File: src/rtl/inst_encoder.sv
// Packs decoded RV32I instruction fields into 32-bit words and streams them into instruction memory.
// Optional macro ENC_ILLEGAL_CHECK_EN rejects unused classes and odd branch offsets with an err pulse.
module inst_encoder #(
    parameter int DEPTH  = 64,
    parameter int ADDR_W = 8
) (
    input  logic                         clk,
    input  logic                         reset,
    input  logic                         start,
    input  logic                         finish,
    input  logic                         req_valid,
    output logic                         req_ready,
    input  logic [2:0]                   req_class,
    input  logic [2:0]                   req_funct3,
    input  logic [6:0]                   req_funct7,
    input  logic [4:0]                   req_rd,
    input  logic [4:0]                   req_rs1,
    input  logic [4:0]                   req_rs2,
    input  logic [12:0]                  req_imm,
    output logic                         imem_we,
    output logic [ADDR_W-1:0]            imem_waddr,
    output logic [31:0]                  imem_wdata,
    output logic [$clog2(DEPTH+1)-1:0]   word_count,
    output logic                         done,
    output logic                         err
);

    localparam int CW = $clog2(DEPTH + 1);

    localparam logic [2:0] CLS_R      = 3'd0;
    localparam logic [2:0] CLS_LOAD   = 3'd1;
    localparam logic [2:0] CLS_STORE  = 3'd2;
    localparam logic [2:0] CLS_BRANCH = 3'd3;
    localparam logic [2:0] CLS_IALU   = 3'd4;

    typedef enum logic [1:0] {
        IDLE = 2'd0,
        RUN  = 2'd1,
        FULL = 2'd2,
        DONE = 2'd3
    } state_t;

    state_t state;

    logic accept;
    logic illegal;
    logic write_ok;
    logic last_word;

    function automatic logic [31:0] encode(
        input logic [2:0]  cls,
        input logic [2:0]  f3,
        input logic [6:0]  f7,
        input logic [4:0]  rd,
        input logic [4:0]  rs1,
        input logic [4:0]  rs2,
        input logic [12:0] imm
    );
        logic [31:0] word;
        case (cls)
            CLS_R:      word = {f7, rs2, rs1, f3, rd, 7'b0110011};
            CLS_LOAD:   word = {imm[11:0], rs1, f3, rd, 7'b0000011};
            CLS_STORE:  word = {imm[11:5], rs2, rs1, f3, imm[4:0], 7'b0100011};
            CLS_BRANCH: word = {imm[12], imm[10:5], rs2, rs1, f3, imm[4:1], imm[11], 7'b1100011};
            CLS_IALU:   word = {imm[11:0], rs1, f3, rd, 7'b0010011};
            default:    word = 32'h0000_0013;
        endcase
        return word;
    endfunction

    assign req_ready = (state == RUN);
    assign done      = (state == FULL) || (state == DONE);
    assign accept    = req_valid && req_ready;
    assign last_word = (word_count == CW'(DEPTH - 1));

`ifdef ENC_ILLEGAL_CHECK_EN
    logic err_q;

    assign illegal = (req_class > CLS_IALU) || ((req_class == CLS_BRANCH) && req_imm[0]);
    assign err     = err_q;

    always_ff @(posedge clk) begin
        if (reset) begin
            err_q <= 1'b0;
        end else begin
            err_q <= accept && illegal;
        end
    end
`else
    // Branch offsets are always even, so imm[0] carries no encoding information here.
    logic unused_imm_lsb;

    assign unused_imm_lsb = req_imm[0];
    assign illegal        = 1'b0;
    assign err            = 1'b0;
`endif

    assign write_ok = accept && !illegal;

    always_ff @(posedge clk) begin
        if (reset) begin
            state      <= IDLE;
            word_count <= '0;
            imem_we    <= 1'b0;
            imem_waddr <= '0;
            imem_wdata <= '0;
        end else begin
            imem_we <= 1'b0;

            // Address and data only move on a real write; they hold otherwise.
            if (write_ok) begin
                imem_we    <= 1'b1;
                imem_waddr <= ADDR_W'(word_count) << 2;
                imem_wdata <= encode(req_class, req_funct3, req_funct7,
                                     req_rd, req_rs1, req_rs2, req_imm);
                word_count <= word_count + 1'b1;
            end

            case (state)
                IDLE: begin
                    if (start) begin
                        state      <= RUN;
                        word_count <= '0;
                    end
                end
                RUN: begin
                    if (write_ok && last_word) begin
                        state <= FULL;
                    end else if (finish) begin
                        state <= DONE;
                    end
                end
                FULL, DONE: begin
                    if (start) begin
                        state      <= RUN;
                        word_count <= '0;
                    end
                end
                default: state <= IDLE;
            endcase
        end
    end

endmodule
File: config.mk
export PLATFORM = sky130hd
export DESIGN_NAME = inst_encoder
export DESIGN_NICKNAME = d
export VERILOG_FILES = /design/src/rtl/inst_encoder.sv
export SDC_FILE = /design/constraint.sdc
export NUM_CORES = 1
export LEC_CHECK = 0
export CORE_AREA = 2 2 64 81
export DETAILED_ROUTE_END_ITERATION = 7
export DIE_AREA = 0 0 66 83
export PLACE_DENSITY = 0.83
export SLEW_MARGIN = 25
export SYNTH_ARGS = -nofsm -noshare
export SYNTH_HDL_FRONTEND = slang
export SYNTH_SLANG_ARGS = --single-unit
File: constraint.sdc
create_clock -name clk -period 3 [get_ports clk]
set_input_delay 0.6 -clock clk [delete_from_list [all_inputs] [get_ports clk]]
set_output_delay 0.6 -clock clk [all_outputs]
set_load 0.1 [all_outputs]
### After elaboration in Yosys (flattened, before gate mapping)

Cells that the tools add are included.

| storage, ports and cells | value |
|---|---|
| word-level logic and storage cells | 32 |
| input bits | 46 |
| RAM bits | 0 |
| ROM bits | 0 |
| output and inout bits | 51 |
| memories kept | 0 |
| register bits after elaboration | 48 |
| latch bits | 0 |

| operators by class | value |
|---|---|
| multiplexer cells | 9 |
| equality and inequality tests | 10 |
| add/sub/neg operators | 1 |
| multipliers | 0 |
| div/mod/pow operators | 0 |
| order comparisons | 0 |
| bitwise operators | 0 |
| reduce and logical (&&, ||, !) cells | 7 |
| shift operators | 0 |

Operators with widths:

| kind | count |
|---|---|
| $pmux W32 S5 | 1 |
| $mux W7 | 3 |
| $add A7 B1 Y7 const B | 1 |
| $eq A7 B6 Y1 const B | 1 |
| $eq A3 B2 Y1 const B | 2 |
| $mux W2 | 3 |
| $eq A2 B2 Y1 const B | 2 |
| $pmux W2 S2 | 1 |
| $eq A3 B1 Y1 const B | 1 |
| $eq A3 B3 Y1 const B | 1 |
| $logic_not A3 Y1 | 1 |
| $ne A3 B2 Y1 const B | 1 |
| $reduce_or A3 Y1 | 1 |
| $eq A2 B1 Y1 const B | 1 |
| $logic_and A1 B1 Y1 | 2 |
| $logic_not A2 Y1 | 1 |
| $ne A2 B1 Y1 const B | 1 |
| $reduce_and A2 Y1 | 1 |
| $logic_or A1 B1 Y1 | 1 |
| $mux W1 | 1 |

### Logic depth before layout (Yosys ltp)

| depth | value |
|---|---|
| word-level depth | 5 |
| gate-level depth with buffers | 6 |

### Least setup slack after synthesis

OpenSTA, ideal clock, no wires.

| path | value |
|---|---|
| path kind | register to register |
| from | reg state[0] |
| to | reg word_count[1] |
| clock period less this slack | 2.486 ns |
| setup time | 0.079 ns |
| stages on the path, launching flop included | 4 |
| path slack | 0.514 ns |
| buffers on the path | 0 |
| arrival time | 2.407 ns |
| cells stage by stage | dfxtp_1 nor2b_1 o21bai_1 a21oi_1 |

| on the way | value |
|---|---|
| cells in the longest elaborated chain, start to end | 5 |
| elaborated cells on any way between the ends | 9 |
| classes of those cells | 3 x eq/ne; 3 x mux; 3 x reduce/logical |

Ends and longest elaborated chain:

| element | line | source |
|---|---|---|
| start: declaration | 43 | `state_t state;` |
| start signal: assignment | 102 | `state <= IDLE;` |
| start signal: assignment | 122 | `state <= RUN;` |
| start signal: assignment | 128 | `state <= FULL;` |
| $eq A2 B1 Y1 * | 71 | `assign req_ready = (state == RUN);` |
| via req_ready | 12 | `output logic req_ready,` |
| $logic_and A1 B1 Y1 * | 73 | `assign accept = req_valid && req_ready;` |
| $mux W7 * | 111 | `if (write_ok) begin` |
| $mux W7 | 121, 134 |  |
| $mux W7 * | n/a |  |
| end signal: assignment | 116 | `word_count <= word_count + 1'b1;` |
| end: declaration | 23 | `output logic [$clog2(DEPTH+1)-1:0] word_count,` |

The timed path passes the listed nets; every way through them passes the cells marked *.
A chain may end at the register's enable or synchronous reset.

### Worst setup path in the final report

| path | value |
|---|---|
| from | in req_class[0] |
| to | reg imem_wdata[29] |

| on the way | value |
|---|---|
| cells in the longest elaborated chain, start to end | 2 |
| elaborated cells on any way between the ends | 6 |
| classes of those cells | 4 x eq/ne; 1 x mux; 1 x reduce/logical |

Ends and longest elaborated chain:

| element | line | source |
|---|---|---|
| start: declaration | 13 | `input logic [2:0] req_class,` |
| $eq A3 B3 Y1 (tied with other cells) | 60 | `case (cls)` |
| $pmux W32 S5 * | 60 |  |
| end signal: assignment | 114 | `imem_wdata <= encode(req_class, req_funct3, req_funct7,` |
| end: declaration | 22 | `output logic [31:0] imem_wdata,` |

Mark *: on every way between the ends. The rest lies on a longest branch, timed or not.

==> implementation parameters <==
Parameter                              Value

Finish
  Most common cell after layout, fill and taps aside    buf_4
  Ratio of cells with drive above 1 in the final layout    0.222
  Leading cell types in the layout, fill and taps excluded    buf_4 (50), dfxtp_1 (45), clkdlybuf4s50_1 (45), nor2_1 (31), nand2_1 (23)
  Diode insertion count for antenna repair    0
  Core Util, Final    0.609
  Area growth from synthesis to final layout    44.8%
  Net count, final    352

Clock tree
  Buffers inserted during post-CTS setup optimization    0
  Clock insertion delay at the later pin of the skew report    0.29 ns
  Number of H-tree branching levels    2
  Longest Clk Path Bufs    2
  Count of clock tree sinks    45
  TritonCTS clock tree    yes
  CTS-repair resized insts    0
  CTS Buf Count    5
  Register clock-pin slew on the reported worst setup and hold paths    0.08 ns
  Number of buffers inserted for hold repair after clock tree synthesis    0
  Root cell of the clock tree    clkbuf_8

Drt
  Residual DRC count    0
  Residual antenna-violating net count after detailed routing    0
  Average detailed-routed wire length per instance    13.6 µm
  Length of the first detailed-routing pass in iterations    4
  Via density per instance    5.12
  DRC marker count from the first detailed-route iteration    96
  Sum of routed wire length over all layers    4.99 mm
  Overall via count from detail_route    1874

STA
  Slew Viols, Final    0
  Maximum clock rate    0.474 GHz
  Setup TNS    0 ns
  RSZ-0062 raised after global routing    false
  Part of the cycle the worst path needs    0.703
  Number of failing hold endpoints at the final stage    0
  Final worst path period need    2.11 ns
  Final setup vio count    0
  Tightest Pin Transition    0.531 ns
  Clock Skew    0.00276 ns
  Tightest slew margin relative to the limit    0.645

Floorplan
  Count of boundary I/O pins    97
  Horiz. Die Dim    66 µm
  Full die area    5480 µm²
  Initial Util    0.421
  Vertical die dimension    83 µm
  # rows    28
  Core outline area    4690 µm²

Flow run
  Number of violations of the max-capacitance limit    0

Outcome
  Outcome    completed

Power
  Standby leakage power    1.16 nW
  Worst voltage drop across the vdd grid    312 µV
  Power density cells    475 nW/µm²

GRT
  First-pass GRT wire length    7.91 mm
  Via count of the first global-routing pass    1739
  Pin count of the biggest net entering global routing    23
  Initial antenna violation count    0
  Total global routing overflow    0
  All-layer global routing usage    0.184

Synth
  Asr flop ratio synth    0
  Main flop type after synthesis    dfxtp_1
  Syn Area/Cell    8.97 µm²
  Post-synth EDFFs    0
  Count of distinct cell types in the synthesized netlist    35
  Register bit total from synthesis    45
  Yosys warnings    0
  Sequential fraction of the synthesis area    0.456
  Post-synthesis cell count    220
  Synthesized cell area    1970 µm²

Critical path
  Critical path's slowest cell    clkdlybuf4s50_1
  Maximum cell stage delay along the critical path    0.67 ns
  Classification of the worst setup path    in -> reg
  Kind of end point of the critical path    flip-flop
  Startpoint kind of the worst setup timing path    primary input
  CP arrival    2.30 ns
  Biggest fanout along the worst timing path    10
  Required time at the endpoint of the critical path    3.19 ns
  Sequence of cells on the critical path    clkdlybuf4s50_1 -> nor3_4 -> mux2_2 -> a22oi_1 -> nor2_1

Placed design
  Global placement routability congestion    0.753
  Post-detailed-placement half-perimeter wirelength    3.71 mm
  Number of input and output port buffers inserted    91

Worst hold path
  Class of the worst hold path    reg -> reg
-- sequential cells by signal (all words and copies together), names as in the netlist --
signal	count
imem_waddr	6
state	2
imem_we	1
word_count	7
imem_wdata	29
-- where the power goes --
group | switching [mW] | internal (mW) | total [mW]
clock network | 0.198 | 0.208 | 0.406
logic | 0.221 | 0.108 | 0.329
registers | 0.0106 | 0.612 | 0.623
-- cell usage after synthesis (all sizes together), types with 3 or more instances --
master | number | share of area
a21oi | 15 | 0.038
a22oi | 19 | 0.072
a32oi | 4 | 0.018
buf | 16 | 0.058
clkbuf | 5 | 0.0095
dfxtp | 45 | 0.46
mux2 | 6 | 0.034
mux2i | 3 | 0.015
nand2 | 23 | 0.044
nand2b | 4 | 0.013
nand3b | 6 | 0.029
nand4 | 4 | 0.013
nor2 | 32 | 0.065
nor3 | 8 | 0.026
o21ai | 5 | 0.013
xor2 | 4 | 0.018
-- final cells by class --
| cell class | count | area, µm² |
|---|---|---|
| Inverter | 2 | 7.51 |
| Clock buffer | 7 | 96.3 |
| Timing Repair Buffer | 95 | 826 |
| Sequential cell | 45 | 901 |
| Fill cell | 441 | 1840 |
| Clock inverter | 1 | 5.00 |
| Multi-Input combinational cell | 156 | 948 |
| Tap cell | 60 | 75.1 |
-- kinds of logic (layout without fill, tap and decap cells) --
kind of cell | after synthesis | in the layout | share of synthesized area
AOI/OAI and AO/OA | 50 | 50 | 0.168
xor gates and xnor gates | 6 | 6 | 0.0266
adders and majority gates | 1 | 1 | 0.00634
buffers and inverters | 23 | 105 | 0.0710
DFF | 45 | 45 | 0.456
muxes | 9 | 9 | 0.0494
other | 1 | 5 | 0.00190
and+or+nand+nor | 85 | 85 | 0.221
-- critical path: cells and delay by family --
family | cells | cell delay (ns)
buffers and inverters | 1 | 0.67
AO/OA/AOI/OAI | 1 | 0.18
AND/OR/NAND/NOR | 2 | 0.48
multiplexers | 1 | 0.38
-- path summary, 6_finish.rpt --
| kind | slack (ns) | end | from | cells past startpoint |
|---|---|---|---|---|
| worst max register to register | 1.54 | imem_wdata[31] | state[0] | 4 |
| worst min-delay path | 0.46 | imem_waddr[5] | imem_waddr[5] | 2 |
| worst min register to register | 0.46 | imem_waddr[5] | imem_waddr[5] | 2 |
| worst max-delay path | 0.89 | imem_wdata[29] | req_class[0] | 5 |
-- stage by stage --
stage                     worst slack (ns)  cells  power (mW)  area (µm²)  hold slack, ns
after floorplan                      0.514    224       0.871        1990           0.528
after global placement               0.664    358       0.963        2760           0.444
after detailed placement             0.546    358       0.966        2760           0.449
after CTS                            0.870    366        1.37        2860           0.458
after global routing                 0.747    366        1.41        2860           0.475
final                                0.891    366        1.36        2860           0.457
-- layer usage --
layer | share of wire | global-route usage | vias up
met1 | 0.41 | 0.219 | 868
met3 | 0.064 | 0.0488 | 9
met4 | 0.020 | 0.0724 | 0
li1 | - | - | 931
met5 | 0 | 0 | -
met2 | 0.51 | 0.309 | 66
(Power assumes the default switching activity.)
